===== config.mk =====
export PLATFORM = sky130hd
export DESIGN_NAME = motion_history_ctrl_flat
export DESIGN_NICKNAME = d
export VERILOG_FILES = /design/src/rtl/motion_history_ctrl_if.sv /design/src/rtl/motion_history_ctrl.sv /design/src/flat_wrapper.sv
export SDC_FILE = /design/constraint.sdc
export NUM_CORES = 1
export LEC_CHECK = 0
export CAP_MARGIN = 5
export CORE_MARGIN = 8
export CORE_UTILIZATION = 35
export CTS_CLUSTER_DIAMETER = 200
export DETAILED_ROUTE_END_ITERATION = 10
export PLACE_DENSITY_LB_ADDON = 0.15
export SLEW_MARGIN = 20
export SYNTH_ARGS = -nofsm -noshare
export SYNTH_HDL_FRONTEND = slang
export SYNTH_SLANG_ARGS = --single-unit

===== constraint.sdc =====
create_clock -name clk -period 3.2 [get_ports clk]
set_input_delay 0.64 -clock clk [delete_from_list [all_inputs] [get_ports clk]]
set_output_delay 0.64 -clock clk [all_outputs]
set_load 0.02 [all_outputs]

===== src/rtl/motion_history_ctrl_if.sv =====
// Camera, display-read, BRAM-port and status signals of motion_history_ctrl.
// master = the controller, slave = the camera/display/BRAM environment.
interface motion_history_ctrl_if #(
    parameter int ADDR_W = 17
);
    logic              cam_valid;
    logic              cam_frame_start;
    logic [2:0]        cam_pixel;
    logic              rd_req;
    logic [ADDR_W-1:0] rd_addr;
    logic              rd_ack;
    logic              rd_valid;
    logic [8:0]        rd_data;
    logic [ADDR_W-1:0] mem_addr;
    logic              mem_we;
    logic [8:0]        mem_wdata;
    logic [8:0]        mem_rdata;
    logic [1:0]        frame_chunk_counter;
    logic              overrun;

    modport master (
        input  cam_valid, cam_frame_start, cam_pixel, rd_req, rd_addr, mem_rdata,
        output rd_ack, rd_valid, rd_data, mem_addr, mem_we, mem_wdata,
               frame_chunk_counter, overrun
    );

    modport slave (
        output cam_valid, cam_frame_start, cam_pixel, rd_req, rd_addr, mem_rdata,
        input  rd_ack, rd_valid, rd_data, mem_addr, mem_we, mem_wdata,
               frame_chunk_counter, overrun
    );
endinterface


===== src/rtl/motion_history_ctrl.sv =====
// Frame-history BRAM sequencer: camera pixel RMW into per-frame 3-bit chunks plus display reads.
// Optional MOTION_CLEAR_EN: zero the whole frame after reset before serving traffic.
module motion_history_ctrl #(
    parameter int ADDR_W     = 17,
    parameter int LAST_ADDR  = 76799,
    parameter int FIFO_DEPTH = 4
) (
    input  logic                 clk,
    input  logic                 reset,
    motion_history_ctrl_if.master bus
);
    localparam int                PTR_W = (FIFO_DEPTH > 1) ? $clog2(FIFO_DEPTH) : 1;
    localparam logic [ADDR_W-1:0] LAST  = ADDR_W'(LAST_ADDR);
    localparam logic [PTR_W:0]    FULL  = (PTR_W+1)'(FIFO_DEPTH);

    typedef struct packed {
        logic [ADDR_W-1:0] addr;
        logic [1:0]        chunk;
        logic [2:0]        pix;
    } entry_t;

    typedef enum logic [2:0] {
        S_IDLE,
        S_RD_DISP,
        S_RD_CAM,
`ifdef MOTION_CLEAR_EN
        S_WR_CAM,
        S_CLEAR
`else
        S_WR_CAM
`endif
    } state_t;

    state_t            r_state, w_next;
    entry_t            r_fifo [FIFO_DEPTH];
    logic [PTR_W-1:0]  r_wr_ptr, r_rd_ptr;
    logic [PTR_W:0]    r_count;
    logic [ADDR_W-1:0] r_wa;
    logic [1:0]        r_chunk;
    logic              r_overrun;
    logic [ADDR_W-1:0] r_rd_addr;
    logic              r_rd_valid;
`ifdef MOTION_CLEAR_EN
    logic [ADDR_W-1:0] r_clr_addr;
`endif

    logic              w_sample, w_sat, w_full, w_clearing, w_push, w_drop, w_pop;
    logic [1:0]        w_next_chunk;
    entry_t            w_entry, w_head;
    logic [8:0]        w_merged;
    logic [ADDR_W-1:0] w_addr;
    logic              w_we, w_ack;
    logic [8:0]        w_wdata;

    // Only a non-start pixel arriving with wa already at the last address is discarded.
    assign w_sample     = bus.cam_valid;
    assign w_sat        = w_sample & ~bus.cam_frame_start & (r_wa == LAST);
    assign w_next_chunk = (r_chunk == 2'd2) ? 2'd0 : r_chunk + 2'd1;
    assign w_full       = (r_count == FULL);
`ifdef MOTION_CLEAR_EN
    assign w_clearing   = (r_state == S_CLEAR);
`else
    assign w_clearing   = 1'b0;
`endif
    assign w_push       = w_sample & ~w_sat & ~w_full & ~w_clearing;
    assign w_drop       = w_sample & ~w_sat &  w_full & ~w_clearing;

    assign w_entry.addr  = bus.cam_frame_start ? '0 : r_wa + 1'b1;
    assign w_entry.chunk = bus.cam_frame_start ? w_next_chunk : r_chunk;
    assign w_entry.pix   = bus.cam_pixel;
    assign w_head        = r_fifo[r_rd_ptr];

    always_comb begin
        w_merged = bus.mem_rdata;
        case (w_head.chunk)
            2'd0:    w_merged[8:6] = w_head.pix;
            2'd1:    w_merged[5:3] = w_head.pix;
            default: w_merged[2:0] = w_head.pix;
        endcase
    end

    always_ff @(posedge clk or posedge reset) begin
        if (reset) begin
            r_wa      <= '0;
            r_chunk   <= 2'd2;
            r_overrun <= 1'b0;
        end else begin
            if (w_sample && bus.cam_frame_start) begin
                r_wa    <= '0;
                r_chunk <= w_next_chunk;
            end else if (w_sample && !w_sat) begin
                r_wa <= r_wa + 1'b1;
            end
            if (w_drop) r_overrun <= 1'b1;
        end
    end

    always_ff @(posedge clk) begin
        if (w_push) r_fifo[r_wr_ptr] <= w_entry;
    end

    always_ff @(posedge clk or posedge reset) begin
        if (reset) begin
            r_wr_ptr <= '0;
            r_rd_ptr <= '0;
            r_count  <= '0;
        end else begin
            if (w_push) r_wr_ptr <= r_wr_ptr + 1'b1;
            if (w_pop)  r_rd_ptr <= r_rd_ptr + 1'b1;
            case ({w_push, w_pop})
                2'b10:   r_count <= r_count + 1'b1;
                2'b01:   r_count <= r_count - 1'b1;
                default: r_count <= r_count;
            endcase
        end
    end

    always_ff @(posedge clk or posedge reset) begin
        if (reset) begin
`ifdef MOTION_CLEAR_EN
            r_state    <= S_CLEAR;
            r_clr_addr <= '0;
`else
            r_state    <= S_IDLE;
`endif
            r_rd_addr  <= '0;
            r_rd_valid <= 1'b0;
        end else begin
            r_state    <= w_next;
            r_rd_valid <= (r_state == S_RD_DISP);
            if (r_state == S_IDLE && bus.rd_req) r_rd_addr <= bus.rd_addr;
`ifdef MOTION_CLEAR_EN
            if (r_state == S_CLEAR) r_clr_addr <= r_clr_addr + 1'b1;
`endif
        end
    end

    // Display reads win in IDLE; a camera RMW, once started, always completes.
    always_comb begin
        w_next  = r_state;
        w_addr  = '0;
        w_we    = 1'b0;
        w_wdata = '0;
        w_ack   = 1'b0;
        w_pop   = 1'b0;
        case (r_state)
            S_IDLE: begin
                if (bus.rd_req)        w_next = S_RD_DISP;
                else if (r_count != 0) w_next = S_RD_CAM;
            end
            S_RD_DISP: begin
                w_addr = r_rd_addr;
                w_ack  = 1'b1;
                w_next = S_IDLE;
            end
            S_RD_CAM: begin
                w_addr = w_head.addr;
                w_next = S_WR_CAM;
            end
            S_WR_CAM: begin
                w_addr  = w_head.addr;
                w_we    = 1'b1;
                w_wdata = w_merged;
                w_pop   = 1'b1;
                w_next  = S_IDLE;
            end
`ifdef MOTION_CLEAR_EN
            S_CLEAR: begin
                // Reset holds the FSM in CLEAR; keep the write strobe off until it releases.
                w_addr = r_clr_addr;
                w_we   = ~reset;
                if (r_clr_addr == LAST) w_next = S_IDLE;
            end
`endif
            default: w_next = S_IDLE;
        endcase
    end

    assign bus.mem_addr            = w_addr;
    assign bus.mem_we              = w_we;
    assign bus.mem_wdata           = w_wdata;
    assign bus.rd_ack              = w_ack;
    assign bus.rd_valid            = r_rd_valid;
    assign bus.rd_data             = r_rd_valid ? bus.mem_rdata : 9'h000;
    assign bus.frame_chunk_counter = r_chunk;
    assign bus.overrun             = r_overrun;
endmodule


===== src/flat_wrapper.sv =====
// flat-port wrapper written by rule: the top's interface ports become plain ports
module motion_history_ctrl_flat 
#(
    parameter int ADDR_W     = 17,
    parameter int LAST_ADDR  = 76799,
    parameter int FIFO_DEPTH = 4
)
  (clk, reset, bus_cam_valid, bus_cam_frame_start, bus_cam_pixel, bus_rd_req, bus_rd_addr, bus_mem_rdata, bus_rd_ack, bus_rd_valid, bus_rd_data, bus_mem_addr, bus_mem_we, bus_mem_wdata, bus_frame_chunk_counter, bus_overrun);
  motion_history_ctrl_if #(.ADDR_W(ADDR_W)) bus_i ();
  input  logic clk;
  input  logic reset;
  input wire logic [$bits(bus_i.cam_valid)-1:0] bus_cam_valid;
  input wire logic [$bits(bus_i.cam_frame_start)-1:0] bus_cam_frame_start;
  input wire logic [$bits(bus_i.cam_pixel)-1:0] bus_cam_pixel;
  input wire logic [$bits(bus_i.rd_req)-1:0] bus_rd_req;
  input wire logic [$bits(bus_i.rd_addr)-1:0] bus_rd_addr;
  input wire logic [$bits(bus_i.mem_rdata)-1:0] bus_mem_rdata;
  output wire logic [$bits(bus_i.rd_ack)-1:0] bus_rd_ack;
  output wire logic [$bits(bus_i.rd_valid)-1:0] bus_rd_valid;
  output wire logic [$bits(bus_i.rd_data)-1:0] bus_rd_data;
  output wire logic [$bits(bus_i.mem_addr)-1:0] bus_mem_addr;
  output wire logic [$bits(bus_i.mem_we)-1:0] bus_mem_we;
  output wire logic [$bits(bus_i.mem_wdata)-1:0] bus_mem_wdata;
  output wire logic [$bits(bus_i.frame_chunk_counter)-1:0] bus_frame_chunk_counter;
  output wire logic [$bits(bus_i.overrun)-1:0] bus_overrun;
  assign bus_i.cam_valid = bus_cam_valid;
  assign bus_i.cam_frame_start = bus_cam_frame_start;
  assign bus_i.cam_pixel = bus_cam_pixel;
  assign bus_i.rd_req = bus_rd_req;
  assign bus_i.rd_addr = bus_rd_addr;
  assign bus_i.mem_rdata = bus_mem_rdata;
  assign bus_rd_ack = bus_i.rd_ack;
  assign bus_rd_valid = bus_i.rd_valid;
  assign bus_rd_data = bus_i.rd_data;
  assign bus_mem_addr = bus_i.mem_addr;
  assign bus_mem_we = bus_i.mem_we;
  assign bus_mem_wdata = bus_i.mem_wdata;
  assign bus_frame_chunk_counter = bus_i.frame_chunk_counter;
  assign bus_overrun = bus_i.overrun;
  motion_history_ctrl #(.ADDR_W(ADDR_W), .LAST_ADDR(LAST_ADDR), .FIFO_DEPTH(FIFO_DEPTH)) u_core (.clk(clk), .reset(reset), .bus(bus_i));
endmodule

# Word-level counts from Yosys, hierarchy flattened
# Memories as Yosys holds them, arrays and structs flattened.
# Cells that the tools add are included.
dict set report totals {
  inputBits 34
  elab_cells 64
  n_memories 1
  mem_bits_rw 88
  out_inout_bits 41
  ff_bits 48
}
dict set report op_classes {
  bitwise_logic 8
  eq_ne 10
  muxes 19
  n_reduce_logical 11
  addsub 6
}
# memory words width rd rd_ports_with_merged_regs write_ports line_no
set memory_table {}
lappend memory_table {u_core.r_fifo 4 22 1 0 1 motion_history_ctrl.sv:35} ;# entry_t r_fifo [FIFO_DEPTH];
# operator count
set ops {}
lappend ops {{two-way mux 17 bit} 3}
lappend ops {{one-hot mux 17 bit (2 select lines)} 1}
lappend ops {{two-way mux 9 bit} 2}
lappend ops {{adder 17 x 1 -> 17 bit (second input constant)} 1}
lappend ops {{== test 17 bit (second input constant)} 1}
lappend ops {{two-way mux 3 bit} 5}
lappend ops {{one-hot mux 3 bit (2 select lines)} 2}
lappend ops {{adder 2 x 1 -> 2 bit (second input constant)} 3}
lappend ops {{== test 3 x 2 -> 1 bit (second input constant)} 2}
lappend ops {{bitwise AND 1 bit} 5}
lappend ops {{== test 2 x 1 -> 1 bit (second input constant)} 2}
lappend ops {{== test 2 bit (second input constant)} 2}
lappend ops {{two-way mux 1 bit} 4}
lappend ops {{two-way mux 2 bit} 2}
lappend ops {{nonzero test 2 bit} 2}
lappend ops {{OR reduction 2 bit} 2}
lappend ops {{adder 3 x 1 -> 3 bit (second input constant)} 1}
lappend ops {{== test 3 x 1 -> 1 bit (second input constant)} 1}
lappend ops {{== test 3 bit (second input constant)} 1}
lappend ops {{logical AND 1 bit} 3}
lappend ops {{zero test 3 bit} 1}
lappend ops {{inequality test 3 bit (second input constant)} 1}
lappend ops {{inverter 1 bit} 3}
lappend ops {{nonzero test 3 bit} 1}
lappend ops {{other kinds (3)} 3}

# Logic depth before layout (Yosys ltp)
# Gate-level depths: netlist of run 1.
dict set report depth {
  word_depth 8
  depth_mapped 12
}

# Worst setup path after synthesis of run 1
# No wires, ideal clock.
dict set report synth_path {
  path_type {input to register}
  startpoint {in bus_cam_frame_start}
  endpoint {mem u_core.r_fifo[0][0] (netlist bit) (enable)}
  arrival_time_ns 2.310
  path_slack_ns 0.489
  stages 7
  path_buffers 2
  path_cell_list {clkbuf_1 nor4b_1 nand4_1 o21ai_2 nand2b_1 buf_6 nor2_1}
}
dict set report synth_via {
  elab_chain_cells 8
}
# element line_no
set synth_rtl {}
lappend synth_rtl {{start: declaration} flat_wrapper.sv:13} ;# input wire logic [$bits(bus_i.cam_frame_start)-1:0] bus_cam_frame_start;
lappend synth_rtl {{inverter 1 bit} motion_history_ctrl.sv:57} ;# assign w_sat = w_sample & ~bus.cam_frame_start & (r_wa == LAST);
lappend synth_rtl {{bitwise AND 1 bit (2 in a row)} motion_history_ctrl.sv:57}
lappend synth_rtl {{inverter 1 bit} motion_history_ctrl.sv:65} ;# assign w_push = w_sample & ~w_sat & ~w_full & ~w_clearing;
lappend synth_rtl {{bitwise AND 1 bit (2 in a row)} motion_history_ctrl.sv:65}
lappend synth_rtl {{two-way mux 1 bit} motion_history_ctrl.sv:99} ;# if (w_push) r_fifo[r_wr_ptr] <= w_entry;
lappend synth_rtl {{two-way mux 1 bit (implied by the code)} motion_history_ctrl.sv:99}
lappend synth_rtl {{end: declaration} motion_history_ctrl.sv:35}
# No other way between the ends.

# Worst setup path in the final report of run 1
dict set report layout_path {
  startpoint {reg u_core.r_rd_ptr[0]}
  endpoint {out bus_mem_wdata[2]}
}
dict set report layout_via {
  elab_chain_cells 5
  elab_cells_between_ends 6
  classes_between {eq/ne: 1; mux: 2; reduce/logical: 2; memory: 1}
}
# element line_no
set layout_rtl {}
lappend layout_rtl {{start: declaration} motion_history_ctrl.sv:36} ;# logic [PTR_W-1:0] r_wr_ptr, r_rd_ptr;
lappend layout_rtl {{start signal: assignment} motion_history_ctrl.sv:109} ;# if (w_pop) r_rd_ptr <= r_rd_ptr + 1'b1;
lappend layout_rtl {{memory (4 x 22 bit) *} -}
lappend layout_rtl {{== test 2 x 1 -> 1 bit / zero test 2 bit (equally long branches)} motion_history_ctrl.sv:75} ;# case (w_head.chunk)
lappend layout_rtl {{OR reduction 2 bit (no line)} -}
lappend layout_rtl {{two-way mux 3 bit *} motion_history_ctrl.sv:75}
lappend layout_rtl {{two-way mux 9 bit *} motion_history_ctrl.sv:146} ;# case (r_state)
lappend layout_rtl {{end: declaration} flat_wrapper.sv:23} ;# output wire logic [$bits(bus_i.mem_wdata)-1:0] bus_mem_wdata;
# Mark *: on every way between the ends. The rest lies on a longest branch, timed or not.

==> results of run 1 <==
==> what timing repair did <==
item	in CTS	in global routing
gates resized for setup	7	2
gates cloned	0	1
setup buffers	0	2
endpoints found under the setup margin	6	6
==> layer usage <==
layer | share of wire | track usage | vias to the layer above | wire [um]
met5 | 0 | 0 | - | 0
met4 | 0.012 | 0.0530 | 0 | 158
met3 | 0.041 | 0.0369 | 15 | 526
met2 | 0.46 | 0.191 | 70 | 5970
met1 | 0.48 | 0.164 | 1816 | 6180
li1 | - | - | 1718 | -
==> kinds of logic (layout without fill, tap and decap cells) <==
kind of cell,after synthesis,count (layout),synth area share
buf+inv,36,141,0.0287
xor+xnor,19,19,0.0277
compound gates,39,39,0.0414
simple gates,116,116,0.0930
mux,64,64,0.159
fa+ha+maj,7,7,0.0158
flops,135,135,0.635
==> synthesized netlist by cell type (all sizes together), types with 2 or more instances <==
cell type	n	area, um^2
a31oi	2	12.5
and4	2	17.5
xnor2	9	78.8
mux2	28	319
nand2b	2	12.5
xor2	10	87.6
a22o	8	70.1
a21oi	4	20.0
nand3	8	40.0
ha	6	75.1
mux4	22	495
nand2	33	124
and3	2	12.5
nand4	5	37.5
buf	9	71.3
o41ai	3	26.3
clkbuf	13	48.8
and2	10	62.6
edfxtp	88	2640
nor2	41	156
inv	14	52.6
nor2b	4	25.0
mux2i	14	140
dfrtp	46	1150
o21ai	20	104
==> layout make-up <==
cell class / count / area, um^2 / area share
Clock inverter: 13 / 131 / 0.0171
Sequential cell: 135 / 3820 / 0.497
Multi-Input combinational cell: 245 / 2040 / 0.266
Timing Repair Buffer: 95 / 923 / 0.120
Clock buffer: 19 / 433 / 0.0563
Tap cell: 225 / 282 / 0.0366
Inverter: 14 / 52.6 / 0.00684
==> path summary, 6_finish.rpt <==
path	startpoint	slack, ps	endpoint	cells past startpoint
max	u_core.r_rd_ptr[0]	110	bus_mem_wdata[2]	5
min in group asynchronous	reset	510	u_core.r_rd_ptr[0]	2
min reg2reg	u_core.bus.overrun	490	u_core.bus.overrun	1
min	u_core.bus.overrun	490	u_core.bus.overrun	1
max in group asynchronous	reset	2130	u_core.r_rd_addr[5]	3
max reg2reg	u_core.r_wa[0]	410	u_core.r_count[2]	11
==> state kept, by name (all words and copies together), names as in the netlist <==
signal / count
u_core.r_count: 3
u_core.r_fifo: 88
u_core.r_rd_ptr: 2
u_core.bus.rd_valid: 1
u_core.r_rd_addr: 17
u_core.r_wa: 17
u_core.bus.overrun: 1
u_core.r_wr_ptr: 2
u_core.r_state: 2
u_core.bus.frame_chunk_counter: 2
==> per-stage QoR <==
step,setup WS (ps),instance area (um^2)
final,114,7690
after global routing,38.3,7690
after CTS,24.9,7640
after detailed placement,33.7,7080
after global placement,46.0,7080
after floorplan,489,6020
==> power by group through the flow <==
stage / logic [mW] / clock network [mW] / registers [mW]
6_report: 2.69 / 1.85 / 2.60
5_1_grt: 2.93 / 1.98 / 2.65
3_3_place_gp: 2.65 / 0 / 2.61
4_1_cts: 2.68 / 1.90 / 2.59
3_5_place_dp: 2.68 / 0 / 2.62
2_1_floorplan: 1.67 / 0 / 2.58
==> worst register-to-register path, cell delays in order, from the launching register on <==
cell and delay [ps]:
dfrtp_1 380, ha_1 250, nand3_1 130, or3b_4 430
o21ai_2 160, nand2b_1 270, ha_1 250, inv_1 70
fa_1 370, xor2_1 150, nor2_1 110, xor2_1 150
==> summary.md, run 1 <==
| Metric | Value |
|---|---|
| Gr usage total | `0.125` |
| Critical path required time | `2560 ps` |
| Final global-route overflow total | `0` |
| Post-route insts no fill | `about 750` |
| Seq/Total Area, Yosys | `0.635` |
| Syn Inst Count | `~420` |
| Status | `finished clean` |
| Dpl cells | `711` |
| Max-cap check violation count | `0` |
| Area growth from synthesis to layout | `27.8%` |
| Final GP Congestion | `0.809` |
| Switching portion of total power | `0.324` |
| Die Wd | `147 um` |
| DPL Wire Length | `roughly 9 mm` |
| Clock Sink Count | `135` |
| Final hold viol count | `0` |
| I/O pins | `75` |
| Final Cycle Share | `0.964` |
| Reported net switching power | `about 2.3 mW` |
| Reg clk slew, reported paths | `60 ps` |
| Vias in the first global route | `~3800` |
| Clock power share | `0.259` |
| Antenna Nets Post-Route | `0` |
| Critical Path AT | `~2500 ps` |
| CP max FO | `4` |
| Library cells used by synthesis | `47` |
| Synthesized area | `0.00602 mm^2` |
| RSZ-0062 raised after global routing | `false` |
| Max stage delay on crit path | `620 ps` |
| Post-synth EDFFs | `88` |
| Worst Tran Pin Value | `1050 ps` |
| Initial antenna violation count | `0` |
| Layout cells sized above 1 | `0.215` |
| Worst relative slew slack | `0.301` |
| Initial Util | `0.353` |
| Setup Skew | `13.2 ps` |
| CP max stage cell | `clkdlybuf4s50_1` |
| Total power | `a little over 7 mW` |
| Final nets | `549` |
| TritonCTS Buffers | `17` |
| Internal | `4.82 mW` |
| Clk_lat worst skew | `410 ps` |
| Critical path cell sequence | `mux4_2 > buf_4 > mux2i_1 > nor2_1 > clkdlybuf4s50_1` |
| Setup violators final | `0` |
| Via count | `3619` |
| Power per cell area | `slightly above 900 mW/mm^2` |
| Delay-heaviest family, CP | `buffers and inverters` |
| Row count | `between 40 and 50` |
| Critical path class | `reg -> out` |
| Antenna cells | `0` |
| First-pass GRT wire length | `20.9 mm` |
| Vias per inst | `just under 5` |
| DR DRC count | `0` |
| Die area | `about 0.022 mm^2` |
| Worst hold path type | `reg -> reg` |
| CTS root buf | `clkbuf_16` |
| Setup crit end kind | `output port` |
| Final Critical Period | `3090 ps` |
| Fill cell count | `1554` |
| Hold_buf cts | `0` |
| Syn Area/Cell | `14.5 um^2` |
| Post-synth ARST share | `0.348` |
| Most frequent cells in the layout | `edfxtp_1, clkdlybuf4s50_1, dfrtp_1` |
| Drt wl/cell | `17.2 um` |
| First-pass DRT Iterations | `4` |
| Prevailing post-synth register cell | `edfxtp_1` |
| Largest net degree at the start of global routing | `35` |
| WP buf/inv | `2` |
| Power share of the sequential group | `0.364` |
| CTS tree | `built` |
| DRT Wirelength | `12.8 mm` |
| Bufs on Longest Clock Path | `2` |
| CP Launch Type | `flip-flop` |
| Initial DRC Count | `225` |
| Final Core Density | `0.451` |
| Setup TNS | `0 ps` |
| Port buffer count | `74` |
| Commonest non-fill, non-tap cell in the layout | `edfxtp_1` |
| Achievable frequency | `about 320 MHz` |
| Core Area | `between 0.015 and 0.02 mm^2` |
| Slew Limit Fails | `0` |
| Leak Pwr | `2.89 nW` |
| Hold slack | `486 ps` |
| Synth Warn # | `0` |
| Combinational fraction of design power | `0.377` |
| Mapped Nets | `457` |
| FF+latch count, synth | `~140` |
| Die height | `around 150 um` |
| H-tree Lvls | `4` |
| Max IR drop VDD | `just over 0.4 mV` |
(Power assumes the default switching activity.)
==> inputs of run 2 (changes only) <==
--- a/config.mk
+++ b/config.mk
@@ -8,7 +8,7 @@
 export CAP_MARGIN = 5
 export CORE_MARGIN = 8
 export CORE_UTILIZATION = 35
-export CTS_CLUSTER_DIAMETER = 200
+export CTS_CLUSTER_DIAMETER = 80
 export DETAILED_ROUTE_END_ITERATION = 10
 export PLACE_DENSITY_LB_ADDON = 0.15
 export SLEW_MARGIN = 20
==> results of run 2 <==
Same layout as run 1: the final DEF is identical, and so are final timing and power.
